`src/rtl/baccarat_match_scheduler_pkg.sv`:
```
// Shared encodings for the baccarat match scheduler: FSM states and round outcomes.
package baccarat_match_scheduler_pkg;

    localparam logic [1:0] IDLE = 2'd0;
    localparam logic [1:0] RUN  = 2'd1;
    localparam logic [1:0] DONE = 2'd2;

    // {player_win_light, dealer_win_light}
    localparam logic [1:0] OUT_NONE   = 2'b00;
    localparam logic [1:0] OUT_DEALER = 2'b01;
    localparam logic [1:0] OUT_PLAYER = 2'b10;
    localparam logic [1:0] OUT_TIE    = 2'b11;

endpackage

```
`src/rtl/baccarat_match_scheduler_round_tally.sv`:
```
// Endround edge detector and the four per-match tally counters.
module baccarat_match_scheduler_round_tally
    import baccarat_match_scheduler_pkg::*;
#(
    parameter int unsigned CNT_W = 4
) (
    input  logic             slow_clock,
    input  logic             resetb,
    input  logic             endround,
    input  logic             player_win_light,
    input  logic             dealer_win_light,
    input  logic             clear,
    input  logic             enable,
    output logic             tally_ev_c,
    output logic [CNT_W-1:0] pwins,
    output logic [CNT_W-1:0] dwins,
    output logic [CNT_W-1:0] ties,
    output logic [CNT_W-1:0] round_count,
    output logic [CNT_W-1:0] pwins_next_c,
    output logic [CNT_W-1:0] dwins_next_c,
    output logic [CNT_W-1:0] round_count_next_c
);

    logic             endround_q;
    logic [CNT_W-1:0] ties_next_c;

    // A held endround counts once: only its rising edge is a tally event.
    assign tally_ev_c = endround & ~endround_q;

    always_comb begin
        pwins_next_c       = pwins;
        dwins_next_c       = dwins;
        ties_next_c        = ties;
        round_count_next_c = round_count + CNT_W'(1);
        case ({player_win_light, dealer_win_light})
            OUT_PLAYER: pwins_next_c = pwins + CNT_W'(1);
            OUT_DEALER: dwins_next_c = dwins + CNT_W'(1);
            OUT_TIE:    ties_next_c  = ties + CNT_W'(1);
            default:    ;
        endcase
    end

    always_ff @(posedge slow_clock or negedge resetb) begin
        if (!resetb) begin
            endround_q  <= 1'b0;
            pwins       <= '0;
            dwins       <= '0;
            ties        <= '0;
            round_count <= '0;
        end else begin
            endround_q <= endround;
            if (clear) begin
                pwins       <= '0;
                dwins       <= '0;
                ties        <= '0;
                round_count <= '0;
            end else if (enable && tally_ev_c) begin
                pwins       <= pwins_next_c;
                dwins       <= dwins_next_c;
                ties        <= ties_next_c;
                round_count <= round_count_next_c;
            end
        end
    end

endmodule

```
`src/rtl/baccarat_match_scheduler.sv`:
```
// Best-of match sequencer around the baccarat round engine: tallies rounds, decides the match.
module baccarat_match_scheduler
    import baccarat_match_scheduler_pkg::*;
#(
    parameter int unsigned WINS_TO_MATCH = 3,
    parameter int unsigned MAX_ROUNDS    = 9,
    parameter int unsigned CNT_W         = 4
) (
    input  logic             slow_clock,
    input  logic             resetb,
    input  logic             start_match,
    input  logic             abort,
    input  logic             endround,
    input  logic             player_win_light,
    input  logic             dealer_win_light,
    output logic             round_resetb,
    output logic             busy,
    output logic [CNT_W-1:0] pwins,
    output logic [CNT_W-1:0] dwins,
    output logic [CNT_W-1:0] ties,
    output logic [CNT_W-1:0] round_count,
    output logic             match_over,
    output logic             match_player_win,
    output logic             match_dealer_win
);

    logic [1:0]       state, state_next;
    logic             clear_c, tally_en_c, tally_ev_c, finish_c;
    logic             match_over_next, mpw_next, mdw_next;
    logic [CNT_W-1:0] pwins_next_c, dwins_next_c, round_count_next_c;

    baccarat_match_scheduler_round_tally #(.CNT_W(CNT_W)) u_tally (
        .slow_clock         (slow_clock),
        .resetb             (resetb),
        .endround           (endround),
        .player_win_light   (player_win_light),
        .dealer_win_light   (dealer_win_light),
        .clear              (clear_c),
        .enable             (tally_en_c),
        .tally_ev_c         (tally_ev_c),
        .pwins              (pwins),
        .dwins              (dwins),
        .ties               (ties),
        .round_count        (round_count),
        .pwins_next_c       (pwins_next_c),
        .dwins_next_c       (dwins_next_c),
        .round_count_next_c (round_count_next_c)
    );

    // Termination is judged on the post-update counts of this round.
    assign finish_c = (pwins_next_c == CNT_W'(WINS_TO_MATCH)) ||
                      (dwins_next_c == CNT_W'(WINS_TO_MATCH)) ||
                      (round_count_next_c == CNT_W'(MAX_ROUNDS));

    always_comb begin
        state_next      = state;
        match_over_next = match_over;
        mpw_next        = match_player_win;
        mdw_next        = match_dealer_win;
        clear_c         = 1'b0;
        tally_en_c      = 1'b0;
        case (state)
            IDLE: begin
                if (start_match) begin
                    state_next      = RUN;
                    clear_c         = 1'b1;
                    match_over_next = 1'b0;
                    mpw_next        = 1'b0;
                    mdw_next        = 1'b0;
                end
            end
            RUN: begin
                if (abort) begin
                    state_next = IDLE;
                end else begin
                    tally_en_c = 1'b1;
                    if (tally_ev_c && finish_c) begin
                        state_next      = DONE;
                        match_over_next = 1'b1;
                        mpw_next        = (pwins_next_c >= dwins_next_c);
                        mdw_next        = (dwins_next_c >= pwins_next_c);
                    end
                end
            end
            DONE: begin
                if (abort || start_match) begin
                    state_next      = abort ? IDLE : RUN;
                    clear_c         = ~abort;
                    match_over_next = 1'b0;
                    mpw_next        = 1'b0;
                    mdw_next        = 1'b0;
                end
            end
            default: state_next = IDLE;
        endcase
    end

    always_ff @(posedge slow_clock or negedge resetb) begin
        if (!resetb) begin
            state            <= IDLE;
            round_resetb     <= 1'b0;
            busy             <= 1'b0;
            match_over       <= 1'b0;
            match_player_win <= 1'b0;
            match_dealer_win <= 1'b0;
        end else begin
            state            <= state_next;
            round_resetb     <= (state_next == RUN);
            busy             <= (state_next == RUN);
            match_over       <= match_over_next;
            match_player_win <= mpw_next;
            match_dealer_win <= mdw_next;
        end
    end

endmodule
```
`config.mk`:
```
export PLATFORM = sky130hd
export DESIGN_NAME = baccarat_match_scheduler
export DESIGN_NICKNAME = d
export VERILOG_FILES = /design/src/rtl/baccarat_match_scheduler_pkg.sv /design/src/rtl/baccarat_match_scheduler_round_tally.sv /design/src/rtl/baccarat_match_scheduler.sv
export SDC_FILE = /design/constraint.sdc
export NUM_CORES = 1
export LEC_CHECK = 0
export BUFFER_PORTS_ARGS = -buffer_cell sky130_fd_sc_hd__buf_2
export CAP_MARGIN = 20
export CORE_MARGIN = 2
export CORE_UTILIZATION = 45
export DETAILED_ROUTE_END_ITERATION = 10
export PLACE_DENSITY = 0.67
export SYNTH_ARGS = -nofsm -noshare
export SYNTH_HDL_FRONTEND = slang
export SYNTH_HIERARCHICAL = 1
export SYNTH_SLANG_ARGS = --single-unit
```
`constraint.sdc`:
```
create_clock -name slow_clock -period 2.8 [get_ports slow_clock]
set_input_delay 0.56 -clock slow_clock [delete_from_list [all_inputs] [get_ports slow_clock]]
set_output_delay 0.56 -clock slow_clock [all_outputs]
set_load 0.01 [all_outputs]
```
---- Word level (Yosys, flattened, before mapping) ----
Cells that the tools add are included.
word-level totals
  flip-flop bits (word level) ............. 23
  bits in latches ......................... 0
  RAM bits ................................ 0
  ROM bits ................................ 0
  output and inout bits ................... 21
  word-level logic and storage cells ...... 76
  memories kept ........................... 0
operators by class
  add/sub/neg operators ................... 4
  $mul .................................... 0
  divide/modulo/power cells ............... 0
  order comparisons ....................... 2
  equality and inequality tests ........... 13
  shifts and indexed selects .............. 0
  multiplexer cells ....................... 33
  bitwise operators ....................... 3
  reduce and logical (&&, ||, !) cells .... 11
operators with widths
  cell                 count
  $mux 4               11
  $add 4x1->4 const B  4
  $mux 1               13
  $pmux 1 s3           3
  $eq 4x2->1 const B   2
  $ge 4x4->1           2
  $mux 2               4
  $ne 2x2->1 const B   4
  $eq 2x1->1 const B   3
  $eq 2x2->1 const B   3
  $pmux 2 s3           1
  $reduce_and 5->1     1
  $eq 4x4->1 const B   1
  $reduce_bool 2->1    2
  $logic_or 1x1->1     3
  $reduce_bool 3->1    1
  $logic_and 1x1->1    2
  $logic_not 2->1      1
  $not 1->1            2
  $pmux 1 s2           1
  $reduce_and 2->1     1
  $and 1x1->1          1

---- Logic depth before layout (Yosys ltp) ----
Gate-level depths: netlist of the first run.
  word-level depth ........................ 10
  depth in mapped cells ................... 10
  mapped depth without buffers ............ 9

---- By module ----
The synthesis of the first run kept the hierarchy.
modules (own cells, without submodules)
  module                                times used  cells an instance  area each (µm²)  sequential area each (µm²)
  baccarat_match_scheduler_round_tally  1           111                1,004.7          425.4
  baccarat_match_scheduler              1           47                 452.9            150.1

---- Worst setup path after synthesis of the first run ----
No wires, ideal clock.
  path type ............................... input -> register
  start ................................... input dealer_win_light
  end ..................................... register match_player_win
  setup time .............................. 134 ps
  arrival ................................. 2,074 ps
  data required time ...................... 2,666 ps
  setup slack ............................. 592 ps
  stages .................................. 10
  cells stage by stage .................... nand2b_1 -> buf_6 -> or3_2 -> nand2_1 -> inv_1 -> ha_1 -> nand2_1 -> o21bai_1 -> a2bb2oi_1 -> mux2i_1
on the way
  longest elaborated chain between the ends .. 8
RTL lines
  element                                             RTL line                                    text
  from (decl)                                         baccarat_match_scheduler.sv:15              input logic dealer_win_light,
  $eq 2x2->1 (*)                                      baccarat_match_scheduler_round_tally.sv:35  case ({player_win_light, dealer_win_light})
  $mux 4 (*)                                          baccarat_match_scheduler_round_tally.sv:35
  via pwins_next_c[3]                                 baccarat_match_scheduler.sv:30              logic [CNT_W-1:0] pwins_next_c, dwins_next_c, round_count_next_c;
  branches (longest 6 deep; another with $ge 4x4->1)  --
  to (signal assigned)                                baccarat_match_scheduler.sv:111             match_player_win <= mpw_next;
  to (decl)                                           baccarat_match_scheduler.sv:23              output logic match_player_win,
Mark *: on every way through the listed nets, which the timed path passes. The select of a mux whose other input is x is not followed.
A chain may end at the register's enable or synchronous reset.

---- Worst setup path after layout of the first run ----
Ends and elaborated chain as after synthesis.

==> results of run 1 <==
-- per-stage QoR --
step	power, mW	utilization	hold slack, ns
3_5_place_dp	0.459	0.522	0.481
6_report	0.606	0.530	0.197
2_1_floorplan	0.429	-	0.264
5_1_grt	0.646	0.530	0.205
3_3_place_gp	0.455	0.522	0.457
4_1_cts	0.618	0.530	0.203
-- worst min-delay path by stage --
stage	endpoint	slack, ns	from
finish	u_tally/round_count[3]$_DFFE_PN0P_	0.20	resetb
global route	u_tally/round_count[1]$_DFFE_PN0P_	0.20	resetb
CTS	u_tally/round_count[1]$_DFFE_PN0P_	0.20	resetb
detailed placement	match_over$_DFFE_PN0P_	0.48	match_over$_DFFE_PN0P_
global placement	match_over$_DFFE_PN0P_	0.46	match_over$_DFFE_PN0P_
floorplan	busy$_DFF_PN0_	0.26	resetb
-- cells by family (layout without fill, tap and decap cells) --
kind of cell | after synthesis | in the layout | share of synthesized area
mux | 4 | 4 | 0.0292
xor+xnor | 8 | 8 | 0.0481
buf+inv | 15 | 39 | 0.0524
flops | 23 | 23 | 0.395
fa+ha+maj | 8 | 8 | 0.0687
compound gates | 36 | 36 | 0.161
simple gates | 64 | 64 | 0.246
-- Yosys cell counts --
cell       number  share of area
dfrtp_1        23           0.39
nand2_1        23          0.059
a21oi_1        14          0.048
o21ai_0        10          0.034
nand3_1         9          0.031
ha_1            8          0.069
inv_1           6          0.015
xnor2_1         6          0.036
or3_1           5          0.021
nor2_1          4          0.010
nor2b_1         4          0.017
o31ai_1         4          0.021
clkbuf_1        3         0.0077
nand2b_1        3          0.013
or4_1           3          0.015
a21o_2          2          0.012
and2b_2         2          0.012
buf_6           2          0.015
mux2_2          2          0.015
mux2i_1         2          0.014
or3_2           2          0.010
xor2_1          2          0.012
a21o_1          1         0.0052
a2bb2oi_1       1         0.0060
and3_2          1         0.0052
and3b_1         1         0.0060
and4bb_2        1         0.0086
buf_1           1         0.0026
buf_2           1         0.0034
buf_4           1         0.0052
inv_2           1         0.0026
nand3b_1        1         0.0052
nand4_1         1         0.0043
nand4b_1        1         0.0060
nor3_1          1         0.0034
nor3_2          1         0.0069
nor3_4          1          0.011
o21a_1          1         0.0052
o21bai_1        1         0.0052
o311ai_4        1          0.018
o41ai_1         1         0.0060
-- cell type report --
type	instances	area (um^2)
sequential	23	576
clock buffer	3	22.5
clock inverter	1	5.00
inverter	7	26.3
multi-input combinational	120	806
timing repair buffer	28	143
tap	44	55.1
fill	298	1450
-- flip-flops by register name (all words and copies together), names as in the netlist --
name / count
match_dealer_win: 1
u_tally/ties: 4
u_tally/dwins: 4
state: 2
match_player_win: 1
u_tally/endround_q: 1
busy: 1
u_tally/pwins: 4
u_tally/round_count: 4
match_over: 1
-- report_power, final --
group / switching [mW] / leakage (nW) / total (mW) / internal, mW
sequential: 0.00946 / 0.314 / 0.352 / 0.342
clock: 0.102 / 0.0177 / 0.156 / 0.0535
combinational: 0.0605 / 0.483 / 0.0992 / 0.0387
total: 0.172 / 0.815 / 0.606 / 0.434
-- routing by layer --
metal  GRT usage  vias to the layer above  share of wire
met5           0                        -              0
met4      0.0373                        0         0.0032
met3      0.0512                        2          0.046
met2       0.304                       27           0.48
met1       0.225                      542           0.47
li1            -                      605              -
-- cell usage in the layout (no fill, tap or decap), types with 2 or more instances in the layout --
cell	n
a21o_2	2
inv_1	6
nor2b_1	4
mux2_2	2
or3_1	5
xnor2_1	6
ha_1	8
nand3_1	9
or4_1	3
or3_2	2
and2b_2	2
o31ai_1	4
buf_2	27
nand2b_1	3
dfrtp_1	23
mux2i_1	2
a21oi_1	14
clkbuf_4	3
o21ai_0	10
xor2_1	2
nand2_1	23
nor2_1	4
==> flow_metrics.tcl, run 1 <==
set metrics [dict create \
    p_per_area_nw_per_um2 371 \
    grt_max_degree 24 \
    ys_seq_area_frac 0.395 \
    drt_wl_total_mm 2.80 \
    clk_pin_slew_worst_paths_ns 0.13 \
    cp_top_family "simple AND/OR/NAND/NOR gates" \
    start_util 0.474 \
    cp-endpoint "match_player_win$_DFFE_PN0P_" \
    port_buffers 27 \
    slew_headroom 0.655 \
    max_freq_mhz 472 \
    rsz0062_at_grt "false" \
    post_cts_resized 0 \
    dp_cells 222 \
    yosysUniqueCellTypes 41 \
    antenna_found_initial 0 \
    syn-cell-area_um2 1460 \
    cp-end-kind "register" \
    timing.rr.end "match_player_win$_DFFE_PN0P_" \
    worstMarginPinSlew_ns 0.517 \
    drt_iter0_drc 25 \
    min_period_ns 2.12 \
    antenna_cells 0 \
    holdCritPathClass "in2async" \
    cp_cell_sequence "buf_2 -> nand2b_1 -> or3_2 -> nand2_1 -> inv_1 -> ha_1 -> nand2_1 -> o21bai_1 -> a2bb2oi_1 -> mux2i_1" \
    drv_cap 0 \
    start_kind "primary input" \
    avgViaCountPerCell 5.20 \
    clock_latency_ns 0.31 \
    globalplace.congestion 0.850 \
    grt.overflow.total 0 \
    fin_skew_ns 0.00542 \
    crit_fanout 9 \
    syn2layout_area_growth_pct 12.0 \
    avgSynthCellArea_um2 9.23 \
    cts_buffer_depth 2 \
    cts_max_level 1 \
    grt_usage 0.178 \
    worstRegToRegCells 9 \
    dieArea_um2 3710 \
    crit_arrival_ns 2.32 \
    postRouteAntennaNets 0 \
    fin_cells 226 \
    dp_slack_ns 0.343 \
    post_dp_cell_area_um2 1610 \
    hold_violations 0 \
    rows 20 \
    cts_tree "built" \
    drc 0 \
    grt_pass1_vias 1136 \
    finalSetupTns_ns 0 \
    crit_start "dealer_win_light" \
    critPathKind "in2reg" \
    drive_above_1_share 0.253 \
    worst_slack_ns 0.681 \
    setup_viol 0 \
    cpMostUsedCell "nand2_1" \
    fin_crit_sh 0.757 \
    ios 28 \
    avgRoutedWirePerCell_um 12.4 \
    r2r_slack_ns 0.74 \
    vias 1176 \
    hpwl_mm 2.10 \
    drt-pass1-iter-count 4 \
    ys_seq_elements 23 \
    crit_slowest_cell "or3_2" \
    cts_setup_buffers 0 \
    leakagePower_nw 0.815 \
    core_um2 3080 \
    crit_cells 10 \
    cts.sinks 23 \
    cts_root_buf "clkbuf_4" \
    ir_drop_v 0.000232 \
    critPathBufInv 2 \
    drv_slew 0 \
    synth_warnings 6 \
    fin_nets 198 \
    timing.rr.start "u_tally/pwins[0]$_DFFE_PN0P_" \
    final_area_um2 1630 \
    crit_required_ns 3.00 \
    cts-hold-fix-buffers 0 \
    slowest_delay_ns 0.49 \
    die_h_um 60.9 \
    grt_pass1_wl_mm 4.95 \
    syn_inst 158 \
    dieWidth_um 60.9 \
    syn-num-nets 173 \
    cts_made_buffers 3 \
    outcome "finished clean" \
]
Power figures use the tool's default switching activity.
==> run 2: changes to the inputs <==
PLACE_DENSITY = 0.7   (was 0.67)
clock period = 1.8 ns   (was 2.8 ns; I/O delays follow)
==> flow_metrics.tcl, run 2 (synthesized netlist as in run 1, its figures left out) <==
set metrics [dict create \
    outcome "complete, but fails checks" \
    violations "setup timing" \
    drive_above_1_share 0.413 \
    final_area_um2 1920 \
    crit_arrival_ns 2.04 \
    globalplace.congestion 0.882 \
    dieWidth_um 60.9 \
    rsz0062_at_grt "true" \
    drv_cap 0 \
    leakagePower_nw 0.953 \
    drt_wl_total_mm 3.53 \
    fin_crit_sh 1.02 \
    core_um2 3080 \
    drt-pass1-iter-count 4 \
    drv_slew 0 \
    cts_made_buffers 3 \
    syn2layout_area_growth_pct 31.5 \
    antenna_cells 0 \
    multi_input_area_um2 906 \
    layout_commonest_cell "buf_2" \
    cp_cell_sequence "nand3_2 -> or3_1 -> nand2_1 -> ha_4 -> a21oi_1 -> o21a_1 -> mux2i_1" \
    worstRegToRegCells 7 \
    drc 0 \
    cts_max_level 1 \
    layout_common_cells "buf_2, buf_4, nand2_1, dfrtp_1, a21oi_1" \
    crit_slowest_cell "dfrtp_1" \
    avgViaCountPerCell 5.18 \
    min_period_ns 1.83 \
    grt_pass1_wl_mm 5.91 \
    die_h_um 60.9 \
    rows 20 \
    crit_required_ns 2.01 \
    dp_slack_ns -0.181 \
    grt_max_degree 24 \
    ios 28 \
    post_dp_cell_area_um2 1770 \
    finalSetupTns_ns -0.0534 \
    drt_iter0_drc 31 \
    grt.overflow.total 0 \
    cp-end-kind "register" \
    seqCellArea_um2 578 \
    ir_drop_v 0.000300 \
    hpwl_mm 2.54 \
    cts.sinks 23 \
    start_util 0.474 \
    timing.rr.start "u_tally/dwins[1]$_DFFE_PN0P_" \
    port_buffers 27 \
    cts-hold-fix-buffers 0 \
    fin_skew_ns 0.00488 \
    r2r_slack_ns -0.03 \
    hold_violations 0 \
    cts_root_buf "clkbuf_4" \
    worst_slack_ns -0.0280 \
    critPathKind "reg2reg" \
    crit_fanout 4 \
    slowest_delay_ns 0.43 \
    start_kind "register" \
    holdCritPathClass "in2async" \
    p_per_area_nw_per_um2 517 \
    grt_usage 0.214 \
    num-fill-cells 264 \
    critPathBufInv 0 \
    postRouteAntennaNets 0 \
    max_freq_mhz 547 \
    cts_tree "built" \
    slew_headroom 0.635 \
    cp_top_family "simple AND/OR/NAND/NOR gates" \
    setup_viol 2 \
    vias 1295 \
    cts_buffer_depth 2 \
    clk_pin_slew_worst_paths_ns 0.13 \
    final_core_util 0.623 \
    clock_latency_ns 0.32 \
    antenna_found_initial 0 \
    fin_nets 222 \
    avgRoutedWirePerCell_um 14.1 \
    timing.rr.end "match_dealer_win$_DFFE_PN0P_" \
    grt_pass1_vias 1306 \
    worstMarginPinSlew_ns 0.547 \
    dieArea_um2 3710 \
]
==> run 2: cell type report <==
cell class                      count  area share
Clock buffer                        4      0.0137
Inverter                            7      0.0150
Multi-Input combinational cell    120       0.473
Sequential cell                    23       0.302
Tap cell                           44      0.0287
Timing Repair Buffer               52       0.168
==> run 2: metal layers <==
metal	routed length (um)	GRT usage	up-vias
met1	1560	0.264	619
met3	97	0.0277	5
li1	-	-	650
met4	50	0.0652	0
met2	1820	0.387	21
met5	0	0	-
==> run 2: metrics by stage <==
| stage | cells | power (mW) | hold slack (ns) |
|---|---|---|---|
| floorplan | 158 | 0.669 | 0.0644 |
| global placement | 241 | 0.734 | 0.363 |
| detailed placement | 241 | 0.742 | 0.378 |
| CTS | 250 | 1.00 | 0.0127 |
| global route | 250 | 1.04 | 0.0245 |
| finish | 250 | 0.991 | 0.00580 |
==> run 2: worst max-delay path by stage <==
stage / start / to / depth (start not counted)
after floorplan: dealer_win_light / match_player_win$_DFFE_PN0P_ / 10
after global placement: player_win_light / match_dealer_win$_DFFE_PN0P_ / 8
after detailed placement: player_win_light / match_dealer_win$_DFFE_PN0P_ / 8
after CTS: u_tally/pwins[0]$_DFFE_PN0P_ / match_player_win$_DFFE_PN0P_ / 9
after global routing: u_tally/pwins[1]$_DFFE_PN0P_ / match_player_win$_DFFE_PN0P_ / 9
final: u_tally/dwins[1]$_DFFE_PN0P_ / match_dealer_win$_DFFE_PN0P_ / 7
==> run 2: timing repair <==
action | CTS | global route
buffers inserted | 5 | 0
setup endpoints to repair | 5 | 6
resized for setup | 4 | 11
pin swaps | 2 | 5
==> run 2: report_power, final <==
part,internal (mW),leakage (nW),switching (mW)
combinational,0.0849,0.627,0.109
sequential,0.532,0.311,0.0145
clock,0.0868,0.0150,0.164
